[config.mk]
export PLATFORM = sky130hd
export DESIGN_NAME = hyperbus_delay_ctrl
export DESIGN_NICKNAME = d
export VERILOG_FILES = /design/src/rtl/hyperbus_delay_ctrl_pkg.sv /design/src/rtl/hyperbus_delay_ctrl.sv
export SDC_FILE = /design/constraint.sdc
export NUM_CORES = 1
export LEC_CHECK = 0
export BUFFER_PORTS_ARGS = -buffer_cell sky130_fd_sc_hd__buf_2
export CAP_MARGIN = 10
export CORE_UTILIZATION = 50
export CTS_CLUSTER_DIAMETER = 30
export CTS_CLUSTER_SIZE = 14
export DETAILED_ROUTE_END_ITERATION = 7
export GPL_TIMING_DRIVEN = 0
export PLACE_DENSITY = 0.78
export SKIP_CTS_REPAIR_TIMING = 1
export SLEW_MARGIN = 20
export SYNTH_ARGS = -nofsm -noshare
export SYNTH_HDL_FRONTEND = slang
export SYNTH_SLANG_ARGS = --single-unit
[constraint.sdc]
create_clock -name clk_i -period 4.4 [get_ports clk_i]
set_input_delay 0.44 -clock clk_i [delete_from_list [all_inputs] [get_ports clk_i]]
set_output_delay 0.44 -clock clk_i [all_outputs]
set_load 0.05 [all_outputs]
[src/rtl/hyperbus_delay_ctrl_pkg.sv]
// Shared types for the HyperBus delay-line reconfiguration sequencer.
package hyperbus_delay_pkg;

  typedef enum logic [1:0] {
    IDLE,
    WAIT_IDLE,
    GATE,
    SETTLE
  } state_e;

  function automatic int max_int(input int a, input int b);
    return (a > b) ? a : b;
  endfunction

endpackage

[src/rtl/hyperbus_delay_ctrl.sv]
// Glitch-free tap switching for the HyperBus PHY clock delay line:
// wait for PHY idle, gate the line, change taps, settle, re-enable.
module hyperbus_delay_ctrl
  import hyperbus_delay_pkg::*;
#(
  parameter int DelayWidth   = 4,
  parameter int MaxDelay     = 2**DelayWidth-1,
  parameter int ResetDelay   = 0,
  parameter int GateCycles   = 2,
  parameter int SettleCycles = 8
) (
  input  logic                  clk_i,
  input  logic                  rst_ni,
  input  logic                  cfg_valid_i,
  output logic                  cfg_ready_o,
  input  logic [DelayWidth-1:0] cfg_delay_i,
  input  logic                  phy_idle_i,
  output logic                  delay_en_o,
  output logic [DelayWidth-1:0] delay_o,
  output logic                  busy_o,
  output logic                  done_o,
  output logic                  clamped_o
);

  typedef logic [DelayWidth-1:0] delay_t;

  localparam int CntWidth = $clog2(max_int(GateCycles, SettleCycles) + 1);
  typedef logic [CntWidth-1:0] cnt_t;

  localparam delay_t              RstTap     = delay_t'(ResetDelay);
  localparam logic [DelayWidth:0] MaxExt     = (DelayWidth+1)'(MaxDelay);
  localparam cnt_t                GateLoad   = cnt_t'(GateCycles - 1);
  localparam cnt_t                SettleLoad = cnt_t'(SettleCycles - 1);

  state_e state;
  delay_t pending;
  cnt_t   cnt;
  logic   accept;
  logic   over;
  delay_t req_tap;

  assign cfg_ready_o = (state == IDLE);
  assign accept      = cfg_valid_i && cfg_ready_o;
  // One extra bit keeps the range check meaningful when MaxDelay is the full tap range.
  assign over        = {1'b0, cfg_delay_i} > MaxExt;
  assign req_tap     = over ? MaxExt[DelayWidth-1:0] : cfg_delay_i;

  always_ff @(posedge clk_i or negedge rst_ni) begin
    if (!rst_ni) begin
      state      <= IDLE;
      pending    <= RstTap;
      cnt        <= '0;
      delay_o    <= RstTap;
      delay_en_o <= 1'b1;
      busy_o     <= 1'b0;
      done_o     <= 1'b0;
      clamped_o  <= 1'b0;
    end else begin
      done_o <= 1'b0;
      unique case (state)
        IDLE: begin
          if (accept) begin
            pending   <= req_tap;
            clamped_o <= over;
            if (req_tap == delay_o) begin
              done_o <= 1'b1;
            end else begin
              state  <= WAIT_IDLE;
              busy_o <= 1'b1;
            end
          end
        end
        WAIT_IDLE: begin
          if (phy_idle_i) begin
            state      <= GATE;
            delay_en_o <= 1'b0;
            cnt        <= GateLoad;
          end
        end
        GATE: begin
          if (cnt == '0) begin
            delay_o <= pending;
            state   <= SETTLE;
            cnt     <= SettleLoad;
          end else begin
            cnt <= cnt - cnt_t'(1);
          end
        end
        SETTLE: begin
          if (cnt == '0) begin
            delay_en_o <= 1'b1;
            done_o     <= 1'b1;
            busy_o     <= 1'b0;
            state      <= IDLE;
          end else begin
            cnt <= cnt - cnt_t'(1);
          end
        end
        default: state <= IDLE;
      endcase
    end
  end

endmodule

# [Word level (Yosys, flattened, before mapping)]
# Cells that the tools add are included.
[word_totals] output_inout_bits=9 input_bits=8 word_cells=51 register_bits=17
[op_classes] n_eq_ne=10 n_addsub=1 reduce_logical=12 muxes=21
[ops] op="$mux 4" count=3
[ops] op="$pmux 4 s3" count=1
[ops] op="$mux 2" count=5
[ops] op="$ne 2x2->1 const B" count=5
[ops] op="$mux 1" count=8
[ops] op="$pmux 2 s4" count=1
[ops] op="$pmux 1 s2" count=3
[ops] op="$reduce_and 3->1" count=2
[ops] op="$reduce_and 5->1" count=1
[ops] op="$eq 2x2->1 const B" count=2
[ops] op="$eq 4x4->1" count=1
[ops] op="$logic_not 4->1" count=1
[ops] op="$reduce_and 2->1" count=2
[ops] op="$reduce_and 4->1" count=1
[ops] op="$reduce_bool 2->1" count=2
[ops] op="$sub 4x1->4 const B" count=1
[ops] op="$reduce_bool 3->1" count=1
[ops] op="$eq 2x1->1 const B" count=1
[ops] op="$logic_not 2->1" count=1
[ops] op="$ne 2x1->1 const B" count=1
[ops] op="$logic_and 1x1->1" count=1

# [Depth between registers and ports, before layout]
[logic_depth] word_depth=4 depth_mapped=6 mapped_depth_nobuf=6

# [Worst setup path after synthesis]
# Ideal clock, no wire load.
[synth_path] path_type="register to register" from="register delay_o[1]" to="register state[1]" t_required_ns=4.275 slack_ns=2.607 stages_incl_launch_ff=5 t_arrival_ns=1.668 period_less_slack_ns=1.793 n_path_buf=0 setup_ns=0.125 path_cell_list="dfrtp_1 -> xor2_1 -> o41ai_4 -> a21oi_2 -> mux2_4"
[synth_via] elab_chain_cells=3
[synth_rtl] item="start: declaration" line="hyperbus_delay_ctrl.sv:19" rtl="output logic [DelayWidth-1:0] delay_o,"
[synth_rtl] item="start signal: assignment" line="hyperbus_delay_ctrl.sv:53" rtl="delay_o <= RstTap;"
[synth_rtl] item="start signal: assignment" line="hyperbus_delay_ctrl.sv:82" rtl="delay_o <= pending;"
[synth_rtl] item="$eq 4x4->1" line="hyperbus_delay_ctrl.sv:65" rtl="if (req_tap == delay_o) begin"
[synth_rtl] item="$ne 2x2->1 (no line)"
[synth_rtl] item="$reduce_and 5->1 (no line)"
[synth_rtl] item="end signal: assignment" line="hyperbus_delay_ctrl.sv:68" rtl="state <= WAIT_IDLE;"
[synth_rtl] item="end signal: assignment" line="hyperbus_delay_ctrl.sv:75" rtl="state <= GATE;"
[synth_rtl] item="end signal: assignment" line="hyperbus_delay_ctrl.sv:83" rtl="state <= SETTLE;"
[synth_rtl] item="end: declaration" line="hyperbus_delay_ctrl.sv:35" rtl="state_e state;"
# No other way between the ends.
# A chain may end at the register's enable or synchronous reset.

# [Worst setup path in the final report]
[layout_path] from="register cnt[0]" to="register delay_o[2]"
[layout_via] elab_chain_cells=2
[layout_rtl] item="start: declaration" line="hyperbus_delay_ctrl.sv:37" rtl="cnt_t cnt;"
[layout_rtl] item="start signal: assignment" line="hyperbus_delay_ctrl.sv:77" rtl="cnt <= GateLoad;"
[layout_rtl] item="start signal: assignment" line="hyperbus_delay_ctrl.sv:84" rtl="cnt <= SettleLoad;"
[layout_rtl] item="start signal: assignment" line="hyperbus_delay_ctrl.sv:86" rtl="cnt <= cnt - cnt_t'(1);"
[layout_rtl] item="$logic_not 4->1" line="hyperbus_delay_ctrl.sv:81" rtl="if (cnt == '0) begin"
[layout_rtl] item="$reduce_and 2->1 (no line)"
# No other way between the ends.

==> summary by stage <==
Outcome
The run finished with clean final reports.

Final layout
The final-stage net count is 120. The register area is 426.7 um^2. In the final layout, the share of cells above drive strength 1 is 32.38%. Summing all multi-input logic gate instances after layout gives 493.0 um^2. The number of filler instances in the final layout is 157. The antenna diode count is 0. The growth of design area from synthesis to finish is 14.10%. Cells fill 62.08% of the core in the end.

CTS
For this design, the sink count on the clock tree is 17. The clock slew seen by the registers of the worst setup and hold paths is 0.10 ns. The maximum count of clock buffers along a single path is 2. The root buffer cell chosen for the clock tree is sky130_fd_sc_hd__clkbuf_4. In this run the number of H-tree levels came out at 1. Buffers inserted during clock tree synthesis total 3.

TritonCTS built the clock tree. For the worst-skew pair, the clock arrives at the later sink with an insertion delay of 0.30 ns.

Floorplan
The die covers 0.002078 mm^2. The core region is 0.001745 mm^2. The effective utilization at floorplan is 54.41%. The die is 45.58 um tall. The die boundary width is 45.58 um. In this run the core area contains 15 standard-cell rows. The I/O pin count is 17.

Routing
Summed over all layers, the routed wires come to 1.844 mm. After the first detailed-routing iteration, the DRC count stood at 10. In this run the remaining antenna-violating nets after routing total 0. The first detailed-routing pass took 4 iterations.

The via count of the routed design is 697. The wire length per cell after detailed routing is 14.18 um. In the routed design, unresolved DRC markers number 0. The detailed-route vias per instance is 5.362.

Global routing
The met2 usage in global routing is 36.86%. The number of global-route vias before repair was 736. The layer with the highest usage is met2.

The met1 usage in global routing is 24.68%. The number of antenna violations at the first check in global routing came to 0. The total routing resource utilization after global routing is 21.09%. The wire length of the first global-routing pass is 3.063 mm. The maximum number of pins on one net before global-route repair is 18. The met3 track utilization from global routing is 2.778%. The overall overflow remaining after global route is 0.

Min path
The class of the tightest hold or removal check is in -> async.

Timing
The clock period could shrink to 2.000 ns. For the final routed database, the setup TNS stands at 0 ns. The maximum frequency from static timing analysis is 500.0 MHz. Setup violations remaining at the end of the flow were counted as 0. Setup repair after global routing left no endpoint under its margin.

The clock arrives with 0.006230 ns of skew. The final worst hold slack is 0.04074 ns. The final-report hold violation count is 0.

The final max-slew violation count is 0. The final critical path takes up 45.46% of the cycle.

Yosys
The post-synthesis average cell area is 11.04 um^2. For this run, the register share of the synthesized area comes to 44.93%. The primary flip-flop cell chosen by synthesis mapping is sky130_fd_sc_hd__dfrtp_1.

The post-synthesis cell count is 86. Counting flops and latches in the post-synthesis netlist gives 17. The number of nets handed over by synthesis was 100. The Yosys step of the flow raised 0 warnings. The count of flip-flops with a built-in enable after synthesis is 0. The count of distinct cell types in the synthesized netlist is 32. Counting flops with an async set or reset pin after synthesis yields a share of 100.0%.

The cell area that synthesis handed to floorplanning was 949.7 um^2.

Critical path
The required time at the endpoint of the critical path is 4.59 ns. The worst setup path is captured at a register. The peak fanout along the critical path is 7.

The critical path arrival is 2.19 ns. The path type of the worst setup path is reg -> reg. The type of element launching the critical path is a register.

Place
In this run the tool buffered the top-level ports with 15 buffer cells. The congestion estimate from routability-driven global placement came to 0.7556. Once detailed placement completed, the half-perimeter wirelength came to 1.373 mm.

Power and ir drop
Across the VDD grid, the largest voltage drop is 0.5314 mV. The share of total power dissipated in the clock network is 9.8%. Dividing total power by cell area gives a power density of 815.4 mW/mm^2. The switching power total is 0.4287 mW. Of the total power, the share spent switching nets is 48.52%.

In this run, the combinational gates consume 58.8% of the power. The static leakage is 0.5277 nW. The cell-internal power is 0.4548 mW.

The share of total power in sequential cells is 31.4%. Summing internal, switching and leakage power gives 0.8835 mW.

Flow run
The total of max-cap violations is 0.
[layout make-up]
| class | count | area share, % |
|---|---|---|
| Multi-Input combinational cell | 62 | 45.50 |
| Sequential cell | 17 | 39.38 |
| Timing Repair Buffer | 15 | 6.928 |
| Tap cell | 25 | 2.887 |
| Clock buffer | 3 | 2.079 |
| Inverter | 5 | 1.732 |
| Buffer | 2 | 1.039 |
| Clock inverter | 1 | 0.4619 |
[flip-flops by register name (all words and copies together) (netlist names)]
| register | cells |
|---|---|
| cnt | 4 |
| state | 2 |
| delay_en_o | 1 |
| pending | 4 |
| busy_o | 1 |
| delay_o | 4 |
| done_o | 1 |
[cell usage after synthesis (2+ instances only)]
master	number	area share [%]
sky130_fd_sc_hd__inv_1	5	2.0
sky130_fd_sc_hd__a21oi_1	5	2.6
sky130_fd_sc_hd__nor2_1	7	2.8
sky130_fd_sc_hd__mux2_2	8	9.5
sky130_fd_sc_hd__dfrtp_1	16	42
sky130_fd_sc_hd__nor3_1	2	1.1
sky130_fd_sc_hd__nand2_1	5	2.0
sky130_fd_sc_hd__a211oi_1	2	1.6
sky130_fd_sc_hd__ha_1	6	7.9
sky130_fd_sc_hd__a31oi_1	2	1.3
sky130_fd_sc_hd__a2bb2oi_1	2	1.8
sky130_fd_sc_hd__nor4_1	2	1.3
sky130_fd_sc_hd__nand2b_1	3	2.0
sky130_fd_sc_hd__xor2_1	3	2.8
[critical path, cell delays in order (launching register included)]
cell and delay, ns:
sky130_fd_sc_hd__dfrtp_1 0.39, sky130_fd_sc_hd__inv_1 0.13, sky130_fd_sc_hd__ha_1 0.25, sky130_fd_sc_hd__nor3b_2 0.43, sky130_fd_sc_hd__and2_1 0.32, sky130_fd_sc_hd__mux2_2 0.36
[power groups by stage]
stage	combinational (mW)	sequential, mW	clock [mW]
3_3_place_gp	0.502	0.273	0
4_1_cts	0.523	0.277	0.0882
6_report	0.519	0.278	0.0865
5_1_grt	0.562	0.286	0.0928
2_1_floorplan	0.328	0.362	0
3_5_place_dp	0.520	0.280	0
[layout by cell type, fill, tap and decap left out]
cell / count
sky130_fd_sc_hd__o21ai_1: 1
sky130_fd_sc_hd__a21oi_2: 1
sky130_fd_sc_hd__o41ai_4: 1
sky130_fd_sc_hd__nand2b_1: 3
sky130_fd_sc_hd__clkbuf_1: 1
sky130_fd_sc_hd__o21ai_0: 1
sky130_fd_sc_hd__xor2_2: 1
sky130_fd_sc_hd__buf_4: 1
sky130_fd_sc_hd__o22a_1: 1
sky130_fd_sc_hd__nor3_1: 2
sky130_fd_sc_hd__dfrtp_1: 16
sky130_fd_sc_hd__nand2_1: 5
sky130_fd_sc_hd__a21o_1: 1
sky130_fd_sc_hd__nor3b_2: 1
sky130_fd_sc_hd__mux2_2: 8
sky130_fd_sc_hd__and2_1: 1
sky130_fd_sc_hd__inv_1: 5
sky130_fd_sc_hd__nor4_1: 2
sky130_fd_sc_hd__clkbuf_4: 3
sky130_fd_sc_hd__mux2_4: 1
sky130_fd_sc_hd__clkinv_2: 1
sky130_fd_sc_hd__xor2_1: 3
sky130_fd_sc_hd__a32oi_1: 1
sky130_fd_sc_hd__ha_1: 6
sky130_fd_sc_hd__conb_1: 1
sky130_fd_sc_hd__buf_2: 15
sky130_fd_sc_hd__o2bb2ai_1: 1
sky130_fd_sc_hd__a211oi_1: 2
sky130_fd_sc_hd__a31oi_1: 2
sky130_fd_sc_hd__nor2b_1: 1
sky130_fd_sc_hd__a2bb2oi_1: 2
sky130_fd_sc_hd__dfstp_2: 1
sky130_fd_sc_hd__a21oi_1: 5
sky130_fd_sc_hd__nand3_1: 1
sky130_fd_sc_hd__nor2_1: 7
[cells by family after synthesis]
logic type | after synthesis | share of synthesized area (%)
simple gates | 23 | 12.25
buf+inv | 7 | 3.162
mux | 9 | 11.07
xor+xnor | 4 | 4.481
fa+ha+maj | 6 | 7.905
other cells | 1 | 0.3949
flops | 17 | 44.93
compound gates | 19 | 15.81
[metrics by stage]
step	cell area, um^2	instances	setup slack, ns
after floorplan	949.7	86	2.607
after global placement	1056	126	2.488
final	1084	130	2.400
after detailed placement	1056	126	2.453
after global routing	1084	130	2.264
after CTS	1084	130	2.392
[routing by layer]
metal / vias to the layer above / routed length, um
met5: - / 0
met4: 0 / 41
li1: 339 / -
met3: 7 / 44
met1: 334 / 814
met2: 17 / 945
[worst paths after layout]
check,from,end,slack (ns),cells past startpoint
worst max-delay path,cnt[0]$_DFFE_PN0P_,delay_o[2]$_DFFE_PN0P_,2.40,5
worst min-delay path,rst_ni,cnt[2]$_DFFE_PN0P_,0.04,1
worst max register to register,cnt[0]$_DFFE_PN0P_,delay_o[2]$_DFFE_PN0P_,2.40,5
worst min register to register,pending[1]$_DFFE_PN0P_,delay_o[1]$_DFFE_PN0P_,0.51,1
max in group asynchronous,rst_ni,delay_en_o$_DFFE_PN1P_,4.05,1
min in group clk_i,cfg_delay_i[0],pending[0]$_DFFE_PN0P_,0.40,2
Note: power is estimated with default switching activity, not from simulation.
